**config.mk**
```make
export PLATFORM = sky130hd
export DESIGN_NAME = bcd_updown_counter_flat
export DESIGN_NICKNAME = d
export VERILOG_FILES = /design/src/rtl/bcd_updown_counter_if.sv /design/src/rtl/bcd_updown_counter.sv /design/src/flat_wrapper.sv
export SDC_FILE = /design/constraint.sdc
export NUM_CORES = 1
export LEC_CHECK = 0
export CAP_MARGIN = 25
export CORE_ASPECT_RATIO = 1.2
export CORE_MARGIN = 2
export CORE_UTILIZATION = 50
export CTS_CLUSTER_SIZE = 25
export DETAILED_ROUTE_END_ITERATION = 7
export PLACE_DENSITY = 0.83
export SLEW_MARGIN = 0
export SYNTH_ARGS = -nofsm -noshare
export SYNTH_HDL_FRONTEND = slang
export SYNTH_SLANG_ARGS = --single-unit
```
**constraint.sdc**
```tcl
create_clock -name clk -period 8.05 [get_ports clk]
set_input_delay 2.415 -clock clk [delete_from_list [all_inputs] [get_ports clk]]
set_output_delay 2.415 -clock clk [all_outputs]
set_load 0.005 [all_outputs]
```
**src/rtl/bcd_updown_counter_if.sv**
```systemverilog
// -----------------------------------------------------------------------------
// bcd_updown_counter_if
// Control/data bundle for the BCD up/down counter.
//
// Parameter:
//   DIGITS  number of BCD digits (1..8); W = 4*DIGITS
//
// Signals:
//   en    count enable                          (master -> slave)
//   up    direction, 1 = up, 0 = down           (master -> slave)
//   load  synchronous parallel load             (master -> slave)
//   din   load value, packed BCD                (master -> slave)
//   max   terminal value, packed BCD            (master -> slave)
//   dout  current count, packed BCD             (slave -> master)
//   tc    combinational terminal-count flag     (slave -> master)
//   cout  registered carry pulse                (slave -> master)
//   bout  registered borrow pulse               (slave -> master)
//   err   registered load-error pulse           (slave -> master)
// -----------------------------------------------------------------------------
interface bcd_updown_counter_if #(
    parameter int DIGITS = 2
);
    localparam int W = 4 * DIGITS;

    logic         en;
    logic         up;
    logic         load;
    logic [W-1:0] din;
    logic [W-1:0] max;
    logic [W-1:0] dout;
    logic         tc;
    logic         cout;
    logic         bout;
    logic         err;

    modport master (
        output en, up, load, din, max,
        input  dout, tc, cout, bout, err
    );

    modport slave (
        input  en, up, load, din, max,
        output dout, tc, cout, bout, err
    );
endinterface

```
**src/rtl/bcd_updown_counter.sv**
```systemverilog
// -----------------------------------------------------------------------------
// bcd_updown_counter
// Parametrised N-digit BCD up/down counter with a runtime-programmable
// terminal value, synchronous parallel load and one-cycle carry/borrow pulses.
// Intended as a cascadable decimal timebase: tc is combinational so it can
// drive the enable of the next stage directly.
//
// Parameter:
//   DIGITS  number of BCD digits (1..8)
//
// Ports:
//   clk   clock, rising-edge active
//   rst   asynchronous reset, active-high
//   bus   bcd_updown_counter_if.slave (en, up, load, din, max in;
//         dout, tc, cout, bout, err out)
//
// Per-edge priority: rst > load > en. With neither load nor en the count
// holds and all pulse outputs return to 0.
//
// Optional feature macro: BCD_CNT_CHK_EN
//   defined   : loads with a non-BCD digit or din > max are rejected; the
//               count holds and err pulses for one cycle.
//   undefined : din is loaded unchecked and err is held at 0.
// -----------------------------------------------------------------------------
module bcd_updown_counter #(
    parameter int DIGITS = 2
) (
    input  logic                 clk,
    input  logic                 rst,
    bcd_updown_counter_if.slave  bus
);
    localparam int W = 4 * DIGITS;

    // BCD increment: each digit at 9 or above rolls to 0 and carries on;
    // the first digit below 9 absorbs the carry.
    function automatic logic [W-1:0] bcd_inc(input logic [W-1:0] v);
        logic [W-1:0] r;
        logic         carry;
        r     = v;
        carry = 1'b1;
        for (int i = 0; i < DIGITS; i++) begin
            if (carry) begin
                if (v[4*i +: 4] >= 4'd9) begin
                    r[4*i +: 4] = 4'd0;
                end else begin
                    r[4*i +: 4] = v[4*i +: 4] + 4'd1;
                    carry       = 1'b0;
                end
            end else begin
                r[4*i +: 4] = v[4*i +: 4];
            end
        end
        return r;
    endfunction

    // BCD decrement: a 0 digit becomes 9 and borrows on; any other digit
    // (including out-of-range ones above 9) decrements in binary.
    function automatic logic [W-1:0] bcd_dec(input logic [W-1:0] v);
        logic [W-1:0] r;
        logic         borrow;
        r      = v;
        borrow = 1'b1;
        for (int i = 0; i < DIGITS; i++) begin
            if (borrow) begin
                if (v[4*i +: 4] == 4'd0) begin
                    r[4*i +: 4] = 4'd9;
                end else begin
                    r[4*i +: 4] = v[4*i +: 4] - 4'd1;
                    borrow      = 1'b0;
                end
            end else begin
                r[4*i +: 4] = v[4*i +: 4];
            end
        end
        return r;
    endfunction

`ifdef BCD_CNT_CHK_EN
    // True when every digit of v is a legal decimal digit (0..9).
    function automatic logic bcd_digits_ok(input logic [W-1:0] v);
        logic ok;
        ok = 1'b1;
        for (int i = 0; i < DIGITS; i++) begin
            if (v[4*i +: 4] > 4'd9) begin
                ok = 1'b0;
            end else begin
                ok = ok;
            end
        end
        return ok;
    endfunction
`endif

    logic [W-1:0] dout_q, dout_d;
    logic         cout_q, cout_d;
    logic         bout_q, bout_d;
    logic         err_q,  err_d;

    // Next-state computation: load, up-count with wrap to 0, down-count with
    // wrap to max. Pulses default to 0 so they last exactly one cycle.
    always_comb begin
        dout_d = dout_q;
        cout_d = 1'b0;
        bout_d = 1'b0;
        err_d  = 1'b0;
        if (bus.load) begin
`ifdef BCD_CNT_CHK_EN
            if (!bcd_digits_ok(bus.din) || (bus.din > bus.max)) begin
                err_d = 1'b1;
            end else begin
                dout_d = bus.din;
            end
`else
            dout_d = bus.din;
`endif
        end else if (bus.en) begin
            if (bus.up) begin
                // Unsigned compare of the packed vectors also catches a max
                // that has been lowered beneath the current count.
                if (dout_q >= bus.max) begin
                    dout_d = {W{1'b0}};
                    cout_d = 1'b1;
                end else begin
                    dout_d = bcd_inc(dout_q);
                end
            end else begin
                if (dout_q == {W{1'b0}}) begin
                    dout_d = bus.max;
                    bout_d = 1'b1;
                end else begin
                    dout_d = bcd_dec(dout_q);
                end
            end
        end else begin
            dout_d = dout_q;
        end
    end

    // State and pulse registers with asynchronous clear.
    always_ff @(posedge clk or posedge rst) begin
        if (rst) begin
            dout_q <= {W{1'b0}};
            cout_q <= 1'b0;
            bout_q <= 1'b0;
            err_q  <= 1'b0;
        end else begin
            dout_q <= dout_d;
            cout_q <= cout_d;
            bout_q <= bout_d;
            err_q  <= err_d;
        end
    end

    assign bus.dout = dout_q;
    assign bus.cout = cout_q;
    assign bus.bout = bout_q;
    assign bus.err  = err_q;
    // Terminal count is combinational and ignores en so it can cascade.
    assign bus.tc   = bus.up ? (dout_q >= bus.max) : (dout_q == {W{1'b0}});

endmodule

```
**src/flat_wrapper.sv**
```systemverilog
// flat-port wrapper written by rule: the top's interface ports become plain ports
module bcd_updown_counter_flat 
#(
    parameter int DIGITS = 2
)
  (clk, rst, bus_en, bus_up, bus_load, bus_din, bus_max, bus_dout, bus_tc, bus_cout, bus_bout, bus_err);
  bcd_updown_counter_if #(.DIGITS(DIGITS)) bus_i ();
  input  logic clk;
  input  logic rst;
  input wire logic [$bits(bus_i.en)-1:0] bus_en;
  input wire logic [$bits(bus_i.up)-1:0] bus_up;
  input wire logic [$bits(bus_i.load)-1:0] bus_load;
  input wire logic [$bits(bus_i.din)-1:0] bus_din;
  input wire logic [$bits(bus_i.max)-1:0] bus_max;
  output wire logic [$bits(bus_i.dout)-1:0] bus_dout;
  output wire logic [$bits(bus_i.tc)-1:0] bus_tc;
  output wire logic [$bits(bus_i.cout)-1:0] bus_cout;
  output wire logic [$bits(bus_i.bout)-1:0] bus_bout;
  output wire logic [$bits(bus_i.err)-1:0] bus_err;
  assign bus_i.en = bus_en;
  assign bus_i.up = bus_up;
  assign bus_i.load = bus_load;
  assign bus_i.din = bus_din;
  assign bus_i.max = bus_max;
  assign bus_dout = bus_i.dout;
  assign bus_tc = bus_i.tc;
  assign bus_cout = bus_i.cout;
  assign bus_bout = bus_i.bout;
  assign bus_err = bus_i.err;
  bcd_updown_counter #(.DIGITS(DIGITS)) u_core (.clk(clk), .rst(rst), .bus(bus_i));
endmodule
```
==> results.toml <==
[cells_and_area]
final_util_pct = 67.6
fin_nets = 208
final_common_cell = "clkdlybuf4s50_1"
drive_gt1_share_pct = 9.36
stdcell_count = 202
antenna_cells = 0
nFillCells = 208
layout-area-overhead-vs-synth_pct = 29.1
final_cell_mix = "clkdlybuf4s50_1, inv_1, ha_1"

[worst_setup_path]
timing.rr.end = "u_core.bus.dout[5]"
worst-r2r-cell-count = 8
endpoint = "bus_tc"
startpoint = "bus_max[7]"
cp_common_cell = "clkdlybuf4s50_1"
path_class = "input pin to output pin"
cp_cell_sequence = "clkdlybuf4s50_1, inv_1, ha_1, nand4_1, o31ai_4, nand2_1, o21ai_0, clkdlybuf4s50_1"
cp_slowest_cell = "clkdlybuf4s50_1"
r2r_start = "u_core.bus.dout[0]"
end_kind = "output pin"
cp-start-kind = "input pin"
ff2ff_setup_slack_ns = 5.62
critPathMaxFanout = 10
worstPathRequired_ns = 5.64
arrival_ns = 4.54
slowest_delay_ns = 0.52

[clock_network]
htreeDepth = 1
tritoncts = "yes"
cts.sinks = 10
cts.repair.resized = 0
cts_hold_buf = 0
cts_buffers = 3
path_clk_slew_ns = 0.06
insertion_delay_ns = 0.26
cts-root-buf = "clkbuf_4"
clockBufferDepth = 2
cts_setup_buffers = 0

[detailed_routing]
dr.pass1.iters = 4
vias = 1168
wl_um = 2850
drc = 0
drt_iter0_markers = 32
routedWlPerCell_um = 14.1
ant_nets = 0
vias_per_cell = 5.78

[global_routing]
grt_usage_pct = 21.2
antenna_found_initial = 0
grt_first_pass_wirelength_um = 4800
grt_max_degree = 21
grt_pass1_vias = 1123
globalRouteOverflowTotal = 0

[floorplan]
dieArea_um2 = 2800
rows = 19
die_w_um = 48.6
ios = 33
start_util_pct = 52.4
fp.dieH_um = 57.6
core_area_um2 = 2280

[job]
cap_violations = 0

[synth]
syn_area_per_cell_um2 = 8.30
ys_async_sr_fraction_pct = 100
ys_seq_area_share_pct = 20.9
synth_area_um2 = 1190
syn_inst = 144
synth_nets = 180
synth_ff_type = "dfrtp_1"
yosysWarnings = 0
netlist-cell-type-count = 44
synth_seq_cells = 10
synth_edf_count = 0

[worst_hold_path]
hp-class = "flip-flop to flip-flop"
hold_depth = 1

[place]
gp_congestion = 0.873
dp_hpwl_um = 2220
port_buffers = 31
dp.cells = 198

[timing]
period_minus_slack_ns = 6.96
totalNegativeSetupSlack_ns = 0
hold_viol = 0
holdWs_ns = 0.695
post-route-period-util_pct = 86.4
fin_skew_ns = 0.00194
slew_violations = 0
worst_pin_slew_ns = 0.633
setup_viol = 0
timing.fmax_ghz = 0.144
max_slew_margin_pct = 57.6
grt_setup_unrepaired = "no"

[outcome]
status = "complete, no violations"

[power]
p_leak_nw = 0.666
powerDensity_nw_per_um2 = 191
peakVddDrop_v = 0.000180
cell type report:
type	count	area [µm²]	share of cell area, %
Clock buffer	4	36.3	2.35
Inverter	16	60.1	3.89
Multi-Input combinational cell	110	847	54.9
Sequential cell	10	250	16.2
Tap cell	31	38.8	2.51
Timing Repair Buffer	31	310	20.1
synth_stat cells, types with 2 or more instances:
| cell | n | share of area, % |
|---|---|---|
| o21a_1 | 2 | 1.3 |
| o211ai_1 | 4 | 2.5 |
| a21o_1 | 2 | 1.3 |
| ha_1 | 15 | 16 |
| buf_2 | 3 | 1.3 |
| nor3b_1 | 2 | 1.3 |
| o31ai_1 | 4 | 2.5 |
| inv_1 | 16 | 5.0 |
| dfrtp_1 | 10 | 21 |
| nor2_1 | 13 | 4.1 |
| nor4_1 | 2 | 1.0 |
| o221a_2 | 2 | 1.9 |
| nor3_1 | 5 | 2.1 |
| nand3_1 | 2 | 0.84 |
| mux2_4 | 2 | 2.5 |
| clkbuf_1 | 4 | 1.3 |
| a22oi_1 | 2 | 1.3 |
| o221ai_1 | 2 | 1.5 |
| o21ai_0 | 5 | 2.1 |
| nand2_1 | 10 | 3.1 |
| nand2b_1 | 4 | 2.1 |
| a21oi_1 | 10 | 4.2 |
| nand3b_1 | 2 | 1.3 |
layer usage:
metal	part of all wire, %	global-route usage [%]	vias up
met2	51	39.5	36
met1	45	25.2	549
met3	4.3	5.24	2
li1	-	-	581
met4	0.28	2.86	0
met5	0	0	-
sequential cells by signal, indices dropped and copies added, names as in the netlist:
name,flops
u_core.bus.dout,8
u_core.bus.bout,1
u_core.bus.cout,1
critical path: cells and delay by family:
| kind | cells | cell delay, ns |
|---|---|---|
| adder cells (fa/ha/maj) | 1 | 0.30 |
| AO/OA/AOI/OAI | 2 | 0.54 |
| buffers and inverters | 3 | 1.04 |
| AND/OR/NAND/NOR | 2 | 0.24 |
cells by family (layout without fill, tap and decap cells):
family / Yosys count / count (layout) / share of synthesized area, %
buf+inv: 24 / 51 / 8.17
fa+ha+maj: 15 / 15 / 15.7
compound gates: 44 / 44 / 29.6
simple gates: 47 / 47 / 22.0
flops: 10 / 10 / 20.9
mux: 2 / 2 / 2.51
other cells: 1 / 1 / 0.314
xor+xnor: 1 / 1 / 0.733
worst min path at each step:
stage,start,endpoint
6_report,u_core.bus.dout[5],u_core.bus.dout[5]
5_1_grt,u_core.bus.dout[5],u_core.bus.dout[5]
3_5_place_dp,u_core.bus.dout[5],u_core.bus.dout[5]
2_1_floorplan,u_core.bus.dout[5],u_core.bus.dout[5]
4_1_cts,u_core.bus.dout[1],u_core.bus.dout[1]
3_3_place_gp,u_core.bus.dout[1],u_core.bus.dout[1]
through the flow:
stage | total power [mW] | instance area, µm² | setup slack, ns
6_report | 0.294 | 1540 | 1.09
5_1_grt | 0.317 | 1540 | 0.933
4_1_cts | 0.296 | 1540 | 1.09
3_5_place_dp | 0.249 | 1510 | 1.08
3_3_place_gp | 0.245 | 1510 | 1.16
2_1_floorplan | 0.193 | 1190 | 2.14
report_power, final:
| group | switching, mW | internal (mW) | leakage [nW] |
|---|---|---|---|
| Combinational | 0.0774 | 0.0854 | 0.520 |
| Sequential | 0.0277 | 0.0598 | 0.125 |
| Clock | 0.0165 | 0.0274 | 0.0210 |
| Total | 0.122 | 0.173 | 0.666 |
(Power assumes the default switching activity.)
